### src/rtl/msk_aes_inv_rcon_pkg.sv
// Shared AES constants and the decryption round-constant state encoding.
package msk_aes_inv_rcon_pkg;

    localparam logic [7:0] RCON_DEC_INIT = 8'h36;
    localparam logic [7:0] RCON_POLY     = 8'h1b;
    localparam int         NUM_ROUNDS    = 10;
    localparam logic [3:0] ROUND_INIT    = 4'(NUM_ROUNDS);

    typedef enum logic [1:0] {
        ST_IDLE = 2'd0,
        ST_RUN  = 2'd1,
        ST_DONE = 2'd2
    } state_t;

    // Division by x in GF(2^8): the exact inverse of the encryption xtime step.
    function automatic logic [7:0] rcon_div_x(input logic [7:0] rcon);
        rcon_div_x = rcon[0] ? (((rcon ^ RCON_POLY) >> 1) | 8'h80) : (rcon >> 1);
    endfunction

endpackage

### src/rtl/msk_aes_inv_rcon_mskcst.sv
// Builds a non-random d-share sharing of a public constant: share 0 = constant, rest zero.
module MSKcst #(
    parameter int d     = 2,
    parameter int count = 8
) (
    input  logic [count-1:0]   i_cst,
    output logic [count*d-1:0] o_sh_cst
);

    // NOTE: every signal written in always_comb gets a default first, so no latch is inferred.
    always_comb begin
        o_sh_cst              = '0;
        o_sh_cst[count-1:0]   = i_cst;
    end

endmodule

### src/rtl/msk_aes_inv_rcon.sv
// Masked inverse AES round-constant generator: steps 0x36 back to 0x01 for the decryption key schedule.
module msk_aes_inv_rcon
    import msk_aes_inv_rcon_pkg::*;
#(
    parameter int d = 2
) (
    input  logic           clk,
    input  logic           rst,
    input  logic           i_init,
    input  logic           i_update,
    input  logic           i_mask_rcon,
    output logic [8*d-1:0] o_sh_rcon,
    output logic [3:0]     o_round,
    output logic           o_busy,
    output logic           o_last_round,
    output logic           o_done
);

    state_t     r_state;
    logic [7:0] r_rcon;
    logic [3:0] r_round;

    state_t     w_state_nxt;
    logic [7:0] w_rcon_nxt;
    logic [3:0] w_round_nxt;
    logic [7:0] w_rcon_gated;

    // NOTE: sequential state uses non-blocking assignments so every register samples pre-edge values.
    always_ff @(posedge clk) begin
        if (rst) begin
            r_state <= ST_IDLE;
            r_rcon  <= RCON_DEC_INIT;
            r_round <= 4'd0;
        end else begin
            r_state <= w_state_nxt;
            r_rcon  <= w_rcon_nxt;
            r_round <= w_round_nxt;
        end
    end

    // init outranks update; update only advances the schedule while running.
    always_comb begin
        w_state_nxt = r_state;
        w_rcon_nxt  = r_rcon;
        w_round_nxt = r_round;
        if (i_init) begin
            w_state_nxt = ST_RUN;
            w_rcon_nxt  = RCON_DEC_INIT;
            w_round_nxt = ROUND_INIT;
        end else if (i_update && (r_state == ST_RUN)) begin
            w_rcon_nxt = rcon_div_x(r_rcon);
            if (r_round == 4'd1) begin
                w_round_nxt = 4'd0;
                w_state_nxt = ST_DONE;
            end else begin
                w_round_nxt = r_round - 4'd1;
            end
        end
    end

    assign o_round      = r_round;
    assign o_busy       = (r_state == ST_RUN);
    assign o_last_round = (r_state == ST_RUN) && (r_round == 4'd1);
    assign o_done       = (r_state == ST_DONE);

    // The register keeps its value; only the presented constant is gated.
    assign w_rcon_gated = r_rcon & {8{i_mask_rcon}};

    MSKcst #(
        .d     (d),
        .count (8)
    ) u_cst (
        .i_cst    (w_rcon_gated),
        .o_sh_cst (o_sh_rcon)
    );

endmodule
### config.mk
export PLATFORM = sky130hd
export DESIGN_NAME = msk_aes_inv_rcon
export DESIGN_NICKNAME = d
export VERILOG_FILES = /design/src/rtl/msk_aes_inv_rcon_pkg.sv /design/src/rtl/msk_aes_inv_rcon_mskcst.sv /design/src/rtl/msk_aes_inv_rcon.sv
export SDC_FILE = /design/constraint.sdc
export NUM_CORES = 1
export LEC_CHECK = 0
export BUFFER_PORTS_ARGS = -buffer_cell sky130_fd_sc_hd__buf_2
export CAP_MARGIN = 0
export CORE_AREA = 2 2 47 45
export CTS_BUF_LIST = sky130_fd_sc_hd__clkbuf_8
export CTS_CLUSTER_DIAMETER = 50
export DETAILED_ROUTE_END_ITERATION = 10
export DIE_AREA = 0 0 49 47
export GPL_ROUTABILITY_DRIVEN = 0
export HOLD_SLACK_MARGIN = 0.02
export PLACE_DENSITY = 0.69
export SYNTH_ARGS = -nofsm -noshare
export SYNTH_HDL_FRONTEND = slang
export SYNTH_SLANG_ARGS = --single-unit
### constraint.sdc
create_clock -name clk -period 3.4 [get_ports clk]
set_input_delay 0.34 -clock clk [delete_from_list [all_inputs] [get_ports clk]]
set_output_delay 0.34 -clock clk [all_outputs]
set_load 0.05 [all_outputs]
==> results of run 1 <==
cells in the final DEF, fill, tap and decap left out, types with 3 or more instances in the layout:
cell	synthesis	routed
sky130_fd_sc_hd__conb_1	1	8
sky130_fd_sc_hd__and2_1	8	8
sky130_fd_sc_hd__nand2_1	11	11
sky130_fd_sc_hd__clkbuf_8	0	4
sky130_fd_sc_hd__nor2_1	3	3
sky130_fd_sc_hd__buf_2	2	19
sky130_fd_sc_hd__o21ai_0	3	3
sky130_fd_sc_hd__a21oi_1	6	6
sky130_fd_sc_hd__inv_1	5	5
sky130_fd_sc_hd__nand3_1	3	3
sky130_fd_sc_hd__dfxtp_1	14	14
cells by family after synthesis:
kind of cell | after synthesis | share of synthesized area (%)
AOI/OAI and AO/OA | 16 | 13.3
xor gates and xnor gates | 2 | 2.37
adders and majority gates | 2 | 3.38
buffers and inverters | 17 | 13.5
DFF | 14 | 37.8
muxes | 1 | 2.03
other | 1 | 0.506
and+or+nand+nor | 36 | 27.0
worst reg2reg max path: stages, from the launching register on:
cell	delay, ps
sky130_fd_sc_hd__dfxtp_1	410
sky130_fd_sc_hd__ha_1	170
sky130_fd_sc_hd__or3b_1	440
sky130_fd_sc_hd__o21ai_0	230
sky130_fd_sc_hd__a21oi_1	90
per-stage QoR:
| step | utilization [%] | cell area, um2 | setup WS, ps | hold WS [ps] | total power [mW] |
|---|---|---|---|---|---|
| final | 47.6 | 867 | 1330 | 303 | 0.417 |
| after global routing | 47.6 | 867 | 1150 | 303 | 0.437 |
| after CTS | 47.6 | 867 | 1310 | 296 | 0.422 |
| after detailed placement | 44.6 | 812 | 1600 | 464 | 0.262 |
| after global placement | 44.6 | 812 | 1620 | 460 | 0.261 |
| after floorplan | - | 767 | 528 | 402 | 0.255 |
worst paths after layout:
check,startpoint,end,slack [ps],depth (start not counted)
worst max-delay path,o_round[0],o_last_round,1330,4
worst min register to register,r_rcon[6],r_rcon[6],470,2
worst max register to register,o_round[0],r_state[0],1950,4
worst min-delay path,rst,o_round[1],300,2
metal layers:
metal | track usage (%) | share of wire (%) | vias up
met5 | 0 | 0 | -
met4 | 3.43 | 0.62 | 0
met3 | 4.78 | 6.8 | 2
met2 | 21.6 | 44 | 18
met1 | 15.9 | 48 | 258
li1 | - | - | 316
registers in the layout (all words and copies together), names as in the netlist:
signal   flops
r_state      2
o_round      4
r_rcon       8
power groups by stage:
stage | combinational [mW] | sequential (mW) | clock (mW)
5_1_grt | 0.0898 | 0.176 | 0.171
4_1_cts | 0.0841 | 0.175 | 0.163
2_1_floorplan | 0.0684 | 0.187 | 0
6_report | 0.0836 | 0.175 | 0.158
3_5_place_dp | 0.0834 | 0.179 | 0
3_3_place_gp | 0.0829 | 0.178 | 0
cell type report:
| cell class | instances | area, um2 |
|---|---|---|
| clock buffer | 4 | 55.1 |
| fill | 200 | 953 |
| timing repair buffer | 19 | 95.1 |
| inverter | 5 | 18.8 |
| multi-input combinational | 65 | 387 |
| tap | 25 | 31.3 |
| sequential | 14 | 280 |
==> results_tabular.tex, run 1 <==
\begin{tabular}{lr}
\hline
Metric & Value \\
\hline
\multicolumn{2}{l}{\textbf{Power and ir drop}} \\
\quad Relative contribution of the clock network to total power & 37.9\% \\
\quad Comb power frac & 20.1\% \\
\quad Reported net switching power & 0.125 mW \\
\quad Power density normalized to cell area & 480 mW/mm2 \\
\quad Switching power share of the total & 29.9\% \\
\quad Relative contribution of sequential cells to total power & 42.0\% \\
\quad Static Leak & 0.402 nW \\
\quad Internal Pwr Total & 0.292 mW \\
\quad Worst ir drop on vdd & 0.310 mV \\
\multicolumn{2}{l}{\textbf{Synthesis}} \\
\quad Ranking of synthesized cells by instance count & 14 x sky130\_fd\_sc\_hd\_\_dfxtp\_1, 11 x sky130\_fd\_sc\_hd\_\_nand2\_1, 9 x sky130\_fd\_sc\_hd\_\_buf\_4 \\
\quad Library cell with the largest summed area after synthesis & sky130\_fd\_sc\_hd\_\_dfxtp\_1 \\
\quad Dominant synthesized flop cell & sky130\_fd\_sc\_hd\_\_dfxtp\_1 \\
\quad Number of warnings reported in the yosys synthesis log & 0 \\
\quad Fraction of post-synthesis cell area in the top cell type by area & 37.8\% \\
\quad Number of enable flip-flop cells after synthesis & 0 \\
\quad Instance count of the mapped netlist & 89 \\
\quad Flops \& latches, synth & 14 \\
\quad FFs w/ async S/R, synth & 0\% \\
\quad Most frequent cell after synthesis & sky130\_fd\_sc\_hd\_\_dfxtp\_1 \\
\quad Avg Cell Area, Syn & 8.32 um2 \\
\quad Area contributors post-synth & sky130\_fd\_sc\_hd\_\_dfxtp\_1 38\%, sky130\_fd\_sc\_hd\_\_buf\_4 9.1\%, sky130\_fd\_sc\_hd\_\_and2\_1 6.8\%, sky130\_fd\_sc\_hd\_\_nand2\_1 5.6\%, sky130\_fd\_sc\_hd\_\_a21oi\_1 4.1\% \\
\quad Portion of the post-synthesis area used by sequential elements & 37.8\% \\
\quad Number of unique standard cell types used by synthesis & 31 \\
\quad Post-synthesis cell area & 741 um2 \\
\multicolumn{2}{l}{\textbf{Detailed routing}} \\
\quad Overall via count from detail\_route & 594 \\
\quad Iteration count of the initial detailed-routing pass & 3 \\
\quad Avg Vias per Cell & 4.50 \\
\quad Post-route DRC violation count & 0 \\
\quad Routed wire length & 1.29 mm \\
\quad Number of violations reported at the end of detailed-routing iteration 0 & 5 \\
\quad Number of antenna-violating nets in the routed design & 0 \\
\quad Average routed wire per standard cell & 9.78 um \\
\multicolumn{2}{l}{\textbf{Die}} \\
\quad Die Footprint & 0.00230 mm2 \\
\quad Count of boundary I/O pins & 28 \\
\quad Starting utilization of the core area & 40.7\% \\
\quad Die height & 47 um \\
\quad Horiz. Die Dim & 49 um \\
\quad Standard-cell row count & 15 \\
\quad Core Area & 0.00182 mm2 \\
\multicolumn{2}{l}{\textbf{Worst setup path}} \\
\quad Max FO, Critical Path & 6 \\
\quad Crit path max-delay family & simple AND/OR/NAND/NOR gates \\
\quad CP max stage cell & sky130\_fd\_sc\_hd\_\_or3b\_1 \\
\quad Sort of element at the end of the critical path & output pin \\
\quad Category of the critical setup timing path & register to output pin \\
\quad Critical path's largest stage delay & 440 ps \\
\quad Arrival time of the worst setup path & 1730 ps \\
\quad Cells along the critical path & ha\_1 > or3b\_1 > nor3b\_1 > buf\_2 \\
\quad Worst setup SP type & register \\
\quad Worst EP required & 3060 ps \\
\quad Crit path buffers/inverters & 1 \\
\multicolumn{2}{l}{\textbf{GRT}} \\
\quad Global-route wire length before repair & 2.20 mm \\
\quad Antenna violations before repair & 0 \\
\quad Via count of the first global-routing pass & 508 \\
\quad GRT Resource Usage Total & 12.8\% \\
\quad Maximum number of pins on one net before global-route repair & 14 \\
\quad Grt ovf & 0 \\
\multicolumn{2}{l}{\textbf{Outcome}} \\
\quad Run status & finished clean \\
\multicolumn{2}{l}{\textbf{Timing}} \\
\quad Final sum of negative setup slack & 0 ps \\
\quad Final Max Tran Viols & 0 \\
\quad Finish-stage setup viols & 0 \\
\quad Final period demand of the worst path & 2070 ps \\
\quad RSZ-0062 raised after global routing & no \\
\quad FMAX & 482 MHz \\
\quad Part of the cycle the worst path needs & 61.0\% \\
\quad Number of failing hold endpoints at the final stage & 0 \\
\quad Skew final & 2.41 ps \\
\multicolumn{2}{l}{\textbf{CTS}} \\
\quad Post CTS Setup Buffer Count & 0 \\
\quad Number of buffers created by CTS & 3 \\
\quad Worst-Skew Late Latency & 240 ps \\
\quad Maximum root-to-sink buffer count & 2 \\
\quad TritonCTS clock tree & built \\
\quad Num Clock Sinks & 14 \\
\quad Number of levels the H-tree was split into & 1 \\
\quad Number of buffers inserted for hold repair after clock tree synthesis & 0 \\
\quad Post-cts sizing count & 0 \\
\quad Root Buffer & sky130\_fd\_sc\_hd\_\_clkbuf\_8 \\
\quad Clock-pin transition on the worst setup and hold timing paths & 50 ps \\
\multicolumn{2}{l}{\textbf{Layout}} \\
\quad Layout Area Growth over Synthesis & 17.1\% \\
\quad ANT cells & 0 \\
\quad Number of nets in the layout & 115 \\
\quad Share of post-route cells with drive strength above 1 & 25.2\% \\
\quad Non-filler cells in the finished layout & 132 \\
\multicolumn{2}{l}{\textbf{Placed design}} \\
\quad Placed cell count & 128 \\
\quad Half-perimeter wire length after detailed placement & 974 um \\
\quad Quantity of I/O buffers inserted on ports & 19 \\
\multicolumn{2}{l}{\textbf{Min path}} \\
\quad Classification of the worst-slack hold path & primary input to register \\
\multicolumn{2}{l}{\textbf{Job}} \\
\quad Number of maximum-capacitance constraint violations & 0 \\
\hline
\end{tabular}
No activity file was read; power rests on OpenSTA's default activity.
==> run 2, diff against run 1 <==
PLACE_DENSITY = 0.72   (was 0.69)
clock period = 1.8 ns   (was 3.4 ns; I/O delays follow)
==> run 2 against run 1 <==
Compared with the run above: register-to-register slack got worse by 1600 ps; sequential power increased by 89%; cell area increased by 4.0%; clock skew increased by 2.1 ps; clock-buffer cell count unchanged; combinational power increased by 91%; first-iteration DRC count increased by 40%; wire length increased by 4.6%; cell count increased by 0.76%; non-clock buffer count increased by 1; highest routed layer unchanged.
==> results_tabular.tex, run 2 (synthesized netlist as in run 1, its figures left out) <==
\begin{tabular}{lr}
\hline
Metric & Value \\
\hline
\multicolumn{2}{l}{\textbf{Detailed routing}} \\
\quad Average routed wire per standard cell & 10.2 um \\
\quad Number of antenna-violating nets in the routed design & 0 \\
\quad Avg Vias per Cell & 4.63 \\
\quad Routed wire length & 1.35 mm \\
\quad Number of violations reported at the end of detailed-routing iteration 0 & 7 \\
\quad Overall via count from detail\_route & 616 \\
\quad Post-route DRC violation count & 0 \\
\quad Iteration count of the initial detailed-routing pass & 4 \\
\multicolumn{2}{l}{\textbf{CTS}} \\
\quad Clock-pin transition on the worst setup and hold timing paths & 60 ps \\
\quad Num Clock Sinks & 14 \\
\quad Number of buffers created by CTS & 3 \\
\quad TritonCTS clock tree & built \\
\quad Root Buffer & sky130\_fd\_sc\_hd\_\_clkbuf\_8 \\
\quad Number of buffers inserted for hold repair after clock tree synthesis & 0 \\
\quad Number of levels the H-tree was split into & 1 \\
\quad Worst-Skew Late Latency & 240 ps \\
\quad Post CTS Setup Buffer Count & 0 \\
\quad Maximum root-to-sink buffer count & 2 \\
\multicolumn{2}{l}{\textbf{Die}} \\
\quad Standard-cell row count & 15 \\
\quad Die Footprint & 0.00230 mm2 \\
\quad Core Area & 0.00182 mm2 \\
\quad Die height & 47 um \\
\quad Count of boundary I/O pins & 28 \\
\quad Horiz. Die Dim & 49 um \\
\quad Starting utilization of the core area & 40.7\% \\
\multicolumn{2}{l}{\textbf{Power and ir drop}} \\
\quad Static Leak & 0.411 nW \\
\quad Power density normalized to cell area & 879 mW/mm2 \\
\quad Worst ir drop on vdd & 0.288 mV \\
\multicolumn{2}{l}{\textbf{GRT}} \\
\quad Grt ovf & 0 \\
\quad Antenna violations before repair & 0 \\
\quad Maximum number of pins on one net before global-route repair & 14 \\
\quad GRT Resource Usage Total & 13.3\% \\
\quad Global-route wire length before repair & 2.28 mm \\
\quad Via count of the first global-routing pass & 540 \\
\multicolumn{2}{l}{\textbf{Min path}} \\
\quad Classification of the worst-slack hold path & primary input to register \\
\multicolumn{2}{l}{\textbf{Worst setup path}} \\
\quad Category of the critical setup timing path & register to output pin \\
\quad Arrival time of the worst setup path & 1540 ps \\
\quad Worst setup SP type & register \\
\quad Max FO, Critical Path & 4 \\
\quad Worst EP required & 1620 ps \\
\quad Sort of element at the end of the critical path & output pin \\
\multicolumn{2}{l}{\textbf{Timing}} \\
\quad Final Max Tran Viols & 0 \\
\quad FMAX & 580 MHz \\
\quad Final sum of negative setup slack & 0 ps \\
\quad Final period demand of the worst path & 1720 ps \\
\quad Skew final & 4.52 ps \\
\quad RSZ-0062 raised after global routing & no \\
\quad Finish-stage setup viols & 0 \\
\quad Part of the cycle the worst path needs & 95.8\% \\
\quad Number of failing hold endpoints at the final stage & 0 \\
\quad Slack of the critical path & 76.1 ps \\
\multicolumn{2}{l}{\textbf{Layout}} \\
\quad Most common library cell in the layout ignoring fill and taps & sky130\_fd\_sc\_hd\_\_buf\_2 \\
\quad Max reg flops & 8 \\
\quad Number of nets in the layout & 116 \\
\quad Layout Area Growth over Synthesis & 21.8\% \\
\quad Top reg by flops & r\_rcon \\
\quad Top library cells by usage in the layout, fill and taps aside & 18 x sky130\_fd\_sc\_hd\_\_buf\_2, 12 x sky130\_fd\_sc\_hd\_\_dfxtp\_1, 11 x sky130\_fd\_sc\_hd\_\_nand2\_1 \\
\quad ANT cells & 0 \\
\quad Share of post-route cells with drive strength above 1 & 30.6\% \\
\multicolumn{2}{l}{\textbf{Placed design}} \\
\quad Quantity of I/O buffers inserted on ports & 19 \\
\quad Half-perimeter wire length after detailed placement & 1.04 mm \\
\quad Placement Setup Slack & 160 ps \\
\multicolumn{2}{l}{\textbf{Job}} \\
\quad Number of maximum-capacitance constraint violations & 0 \\
\multicolumn{2}{l}{\textbf{Outcome}} \\
\quad Run status & finished clean \\
\hline
\end{tabular}
[run 2: cell count changes in the layout (fill, tap and decap cells not counted)]
cell / delta
sky130_fd_sc_hd__buf_4: +1
sky130_fd_sc_hd__dfxtp_4: +2
sky130_fd_sc_hd__nor3b_4: +1
sky130_fd_sc_hd__inv_1: -1
sky130_fd_sc_hd__buf_2: -1
sky130_fd_sc_hd__dfxtp_1: -2
sky130_fd_sc_hd__inv_2: +1
sky130_fd_sc_hd__or3b_4: +1
sky130_fd_sc_hd__nor3b_1: -1
sky130_fd_sc_hd__buf_6: +1
sky130_fd_sc_hd__or3b_1: -1
[run 2: per-stage QoR]
stage	hold slack (ps)	util, %	total power, mW	cells	cell area [um2]
6_report	147	49.6	0.793	133	902
2_1_floorplan	233	-	0.482	96	786
4_1_cts	145	49.6	0.800	133	902
5_1_grt	157	49.6	0.827	133	902
3_3_place_gp	390	46.0	0.493	129	838
3_5_place_dp	391	46.0	0.496	129	838
[run 2: final timing paths]
kind         slack [ps]  cells after the start           end       start
min                 150                      2    o_round[1]         rst
min reg2reg         480                      2     r_rcon[6]   r_rcon[6]
max                  80                      5  o_last_round  o_round[1]
max reg2reg         310                      6    r_state[0]  o_round[1]
[run 2: layout make-up]
| type | count | area [um2] |
|---|---|---|
| timing repair buffer | 20 | 109 |
| inverter | 5 | 18.8 |
| tap | 25 | 31.3 |
| multi-input combinational | 65 | 400 |
| fill | 182 | 918 |
| clock buffer | 4 | 55.1 |
| sequential | 14 | 288 |
[run 2: worst max-delay path, cell delays in order (launching register included)]
cell and delay, ps:
sky130_fd_sc_hd__dfxtp_4 350, sky130_fd_sc_hd__inv_2 70, sky130_fd_sc_hd__ha_1 130, sky130_fd_sc_hd__or3b_4 390, sky130_fd_sc_hd__nor3b_4 180, sky130_fd_sc_hd__buf_6 180
[run 2: what timing repair did]
item                                    CTS  global route
gates resized for setup                   4             0
endpoints found under the setup margin    1             1
pin swaps                                 0             1
[run 2: per-layer routing]
metal	part of all wire (%)	routed length, um	vias to the layer above	global-route usage [%]
met5	0	0	-	0
met4	2.0	27	0	10.3
met3	4.8	65	2	1.91
met2	47	639	21	21.6
met1	46	618	278	16.6
li1	-	-	315	-
[run 2: power breakdown]
part,total [mW],internal (mW),switching [mW]
logic,0.160,0.0389,0.121
registers,0.330,0.319,0.0108
clock network,0.303,0.193,0.110
total,0.793,0.552,0.242
==> run 3, diff against run 2 <==
CORE_AREA = 2 2 56 53   (was 2 2 47 45)
CTS_CLUSTER_SIZE = 30   (was not set)
DIE_AREA = 0 0 58 55   (was 0 0 49 47)
PLACE_DENSITY = 0.53   (was 0.72)
==> run 3 against run 2 <==
Compared with the run above: highest routed layer unchanged; clock power down 2%; largest power group unchanged; clock-buffer cell count did not move; clock skew fell by 1.6 ps; register-to-register slack improved by 70 ps; via count down 2.3%.
==> results_tabular.tex, run 3 (synthesized netlist as in run 1, its figures left out) <==
\begin{tabular}{lr}
\hline
Metric & Value \\
\hline
\multicolumn{2}{l}{\textbf{Timing}} \\
\quad FMAX & 584 MHz \\
\quad Final sum of negative setup slack & 0 ps \\
\quad Finish-stage setup viols & 0 \\
\quad Final period demand of the worst path & 1710 ps \\
\quad RSZ-0062 raised after global routing & no \\
\quad Skew final & 2.95 ps \\
\quad Final Max Tran Viols & 0 \\
\quad Number of failing hold endpoints at the final stage & 0 \\
\quad Part of the cycle the worst path needs & 95.2\% \\
\multicolumn{2}{l}{\textbf{Detailed routing}} \\
\quad Overall via count from detail\_route & 602 \\
\quad Iteration count of the initial detailed-routing pass & 4 \\
\quad Wire length on met1 & 698 um \\
\quad Number of antenna-violating nets in the routed design & 0 \\
\quad Post-route DRC violation count & 0 \\
\quad DR WL met3 & 64 um \\
\quad Avg Vias per Cell & 4.33 \\
\quad Routed wire length & 1.41 mm \\
\quad Met2 layer wire length in the routed design & 618 um \\
\quad Number of violations reported at the end of detailed-routing iteration 0 & 9 \\
\quad Average routed wire per standard cell & 10.1 um \\
\quad Highest metal used & met4 \\
\multicolumn{2}{l}{\textbf{Die}} \\
\quad Starting utilization of the core area & 28.4\% \\
\quad Die height & 55 um \\
\quad Horiz. Die Dim & 58 um \\
\quad Count of boundary I/O pins & 28 \\
\quad Die Footprint & 0.00319 mm2 \\
\quad Core Area & 0.00261 mm2 \\
\quad Standard-cell row count & 18 \\
\multicolumn{2}{l}{\textbf{Worst setup path}} \\
\quad Sort of element at the end of the critical path & output pin \\
\quad Arrival time of the worst setup path & 1530 ps \\
\quad Register-to-register setup slack & 380 ps \\
\quad Worst setup SP type & register \\
\quad Max FO, Critical Path & 4 \\
\quad Worst EP required & 1620 ps \\
\quad Category of the critical setup timing path & register to output pin \\
\quad End of the worst register-to-register path & r\_state[0] \\
\quad R2R depth & 6 \\
\quad FF-to-FF Start & o\_round[1] \\
\multicolumn{2}{l}{\textbf{CTS}} \\
\quad Post CTS Setup Buffer Count & 0 \\
\quad Clock-pin transition on the worst setup and hold timing paths & 50 ps \\
\quad Root Buffer & sky130\_fd\_sc\_hd\_\_clkbuf\_8 \\
\quad TritonCTS clock tree & built \\
\quad Maximum root-to-sink buffer count & 2 \\
\quad Number of levels the H-tree was split into & 1 \\
\quad Number of buffers created by CTS & 3 \\
\quad Num Clock Sinks & 14 \\
\quad Worst-Skew Late Latency & 240 ps \\
\multicolumn{2}{l}{\textbf{Layout}} \\
\quad Share of post-route cells with drive strength above 1 & 31.2\% \\
\quad Top library cells by usage in the layout, fill and taps aside & 18 x sky130\_fd\_sc\_hd\_\_buf\_2, 12 x sky130\_fd\_sc\_hd\_\_dfxtp\_1, 11 x sky130\_fd\_sc\_hd\_\_nand2\_1 \\
\quad Final design instance area without fill & 916 um2 \\
\quad Most common library cell in the layout ignoring fill and taps & sky130\_fd\_sc\_hd\_\_buf\_2 \\
\quad Top reg by flops & r\_rcon \\
\quad ANT cells & 0 \\
\quad Number of nets in the layout & 117 \\
\quad Layout Area Growth over Synthesis & 23.6\% \\
\quad Number of filler cells placed in the layout & 277 \\
\quad Max reg flops & 8 \\
\multicolumn{2}{l}{\textbf{Job}} \\
\quad Number of maximum-capacitance constraint violations & 0 \\
\multicolumn{2}{l}{\textbf{GRT}} \\
\quad Via count of the first global-routing pass & 556 \\
\quad Antenna violations before repair & 0 \\
\quad Maximum number of pins on one net before global-route repair & 13 \\
\quad Grt ovf & 0 \\
\quad Global-route wire length before repair & 2.34 mm \\
\quad GRT Resource Usage Total & 9.85\% \\
\multicolumn{2}{l}{\textbf{Power and ir drop}} \\
\quad Switching power share of the total & 29.8\% \\
\quad Worst ir drop on vdd & 0.446 mV \\
\quad Comb power frac & 20.5\% \\
\quad Internal Pwr Total & 0.553 mW \\
\quad Static Leak & 0.416 nW \\
\quad Relative contribution of sequential cells to total power & 42.0\% \\
\quad Power density normalized to cell area & 860 mW/mm2 \\
\quad Reported net switching power & 0.235 mW \\
\quad Relative contribution of the clock network to total power & 37.5\% \\
\multicolumn{2}{l}{\textbf{Min path}} \\
\quad Capture endpoint of the worst hold path & o\_round[1] \\
\quad Worst hold path stage count & 2 \\
\quad Classification of the worst-slack hold path & primary input to register \\
\quad Hold Startpoint & rst \\
\multicolumn{2}{l}{\textbf{Placed design}} \\
\quad Placed Instance Area & 852 um2 \\
\quad Half-perimeter wire length after detailed placement & 1.08 mm \\
\quad Quantity of I/O buffers inserted on ports & 19 \\
\multicolumn{2}{l}{\textbf{Outcome}} \\
\quad Run status & finished clean \\
\hline
\end{tabular}
run 3: cell count changes in the layout (fill, tap and decap cells not counted):
cell                    change
sky130_fd_sc_hd__buf_4      +1
run 3: final cells by class:
type / count / area [um2] / share of cell area, %
inverters: 5 / 18.8 / 2.05
repair buffers: 21 / 116 / 12.7
well taps: 30 / 37.5 / 4.10
flip-flops and latches: 14 / 288 / 31.4
clock buffers: 4 / 55.1 / 6.01
multi-input cells: 65 / 400 / 43.7
run 3: worst max path at each step:
stage	from	end	slack, ps	cells after the start
final	o_round[1]	o_last_round	90	5
after global routing	o_round[1]	o_last_round	7	5
after CTS	o_round[1]	o_last_round	10	5
after detailed placement	o_round[1]	o_last_round	200	5
after global placement	o_round[1]	o_last_round	220	5
after floorplan	o_round[1]	o_last_round	20	5
run 3: routing by layer:
metal  vias to the layer above  global-route usage, %
li1                        318                      -
met1                       266                   10.9
met2                        16                   17.2
met3                         2                   4.19
met4                         0                   3.49
met5                         -                      0
run 3: power groups by stage:
stage                     logic, mW  clock network [mW]  registers (mW)
after global routing          0.174               0.318           0.333
after floorplan               0.130                   0           0.352
after CTS                     0.162               0.309           0.330
final                         0.162               0.296           0.330
after detailed placement      0.161                   0           0.337
after global placement        0.161                   0           0.336
run 3: critical path, stage by stage, from the launching register on:
cell	delay (ps)
sky130_fd_sc_hd__dfxtp_4	350
sky130_fd_sc_hd__inv_2	60
sky130_fd_sc_hd__ha_1	120
sky130_fd_sc_hd__or3b_4	390
sky130_fd_sc_hd__nor3b_4	200
sky130_fd_sc_hd__buf_6	180
run 3: through the flow:
stage                     setup slack, ps  hold slack, ps  cells  utilization [%]  power [mW]
after floorplan                      20.2             233     96                -       0.482
after global placement                220             392    135             32.6       0.497
after detailed placement              199             396    135             32.6       0.498
after CTS                            11.5             140    139             35.0       0.801
after global routing                 6.92             159    139             35.1       0.826
final                                86.6             145    139             35.1       0.788
run 3: timing repair:
action | 4_1_cts | 5_1_grt
setup endpoints to repair | 1 | 1
resized for setup | 2 | 2
hold buffers | 0 | 0
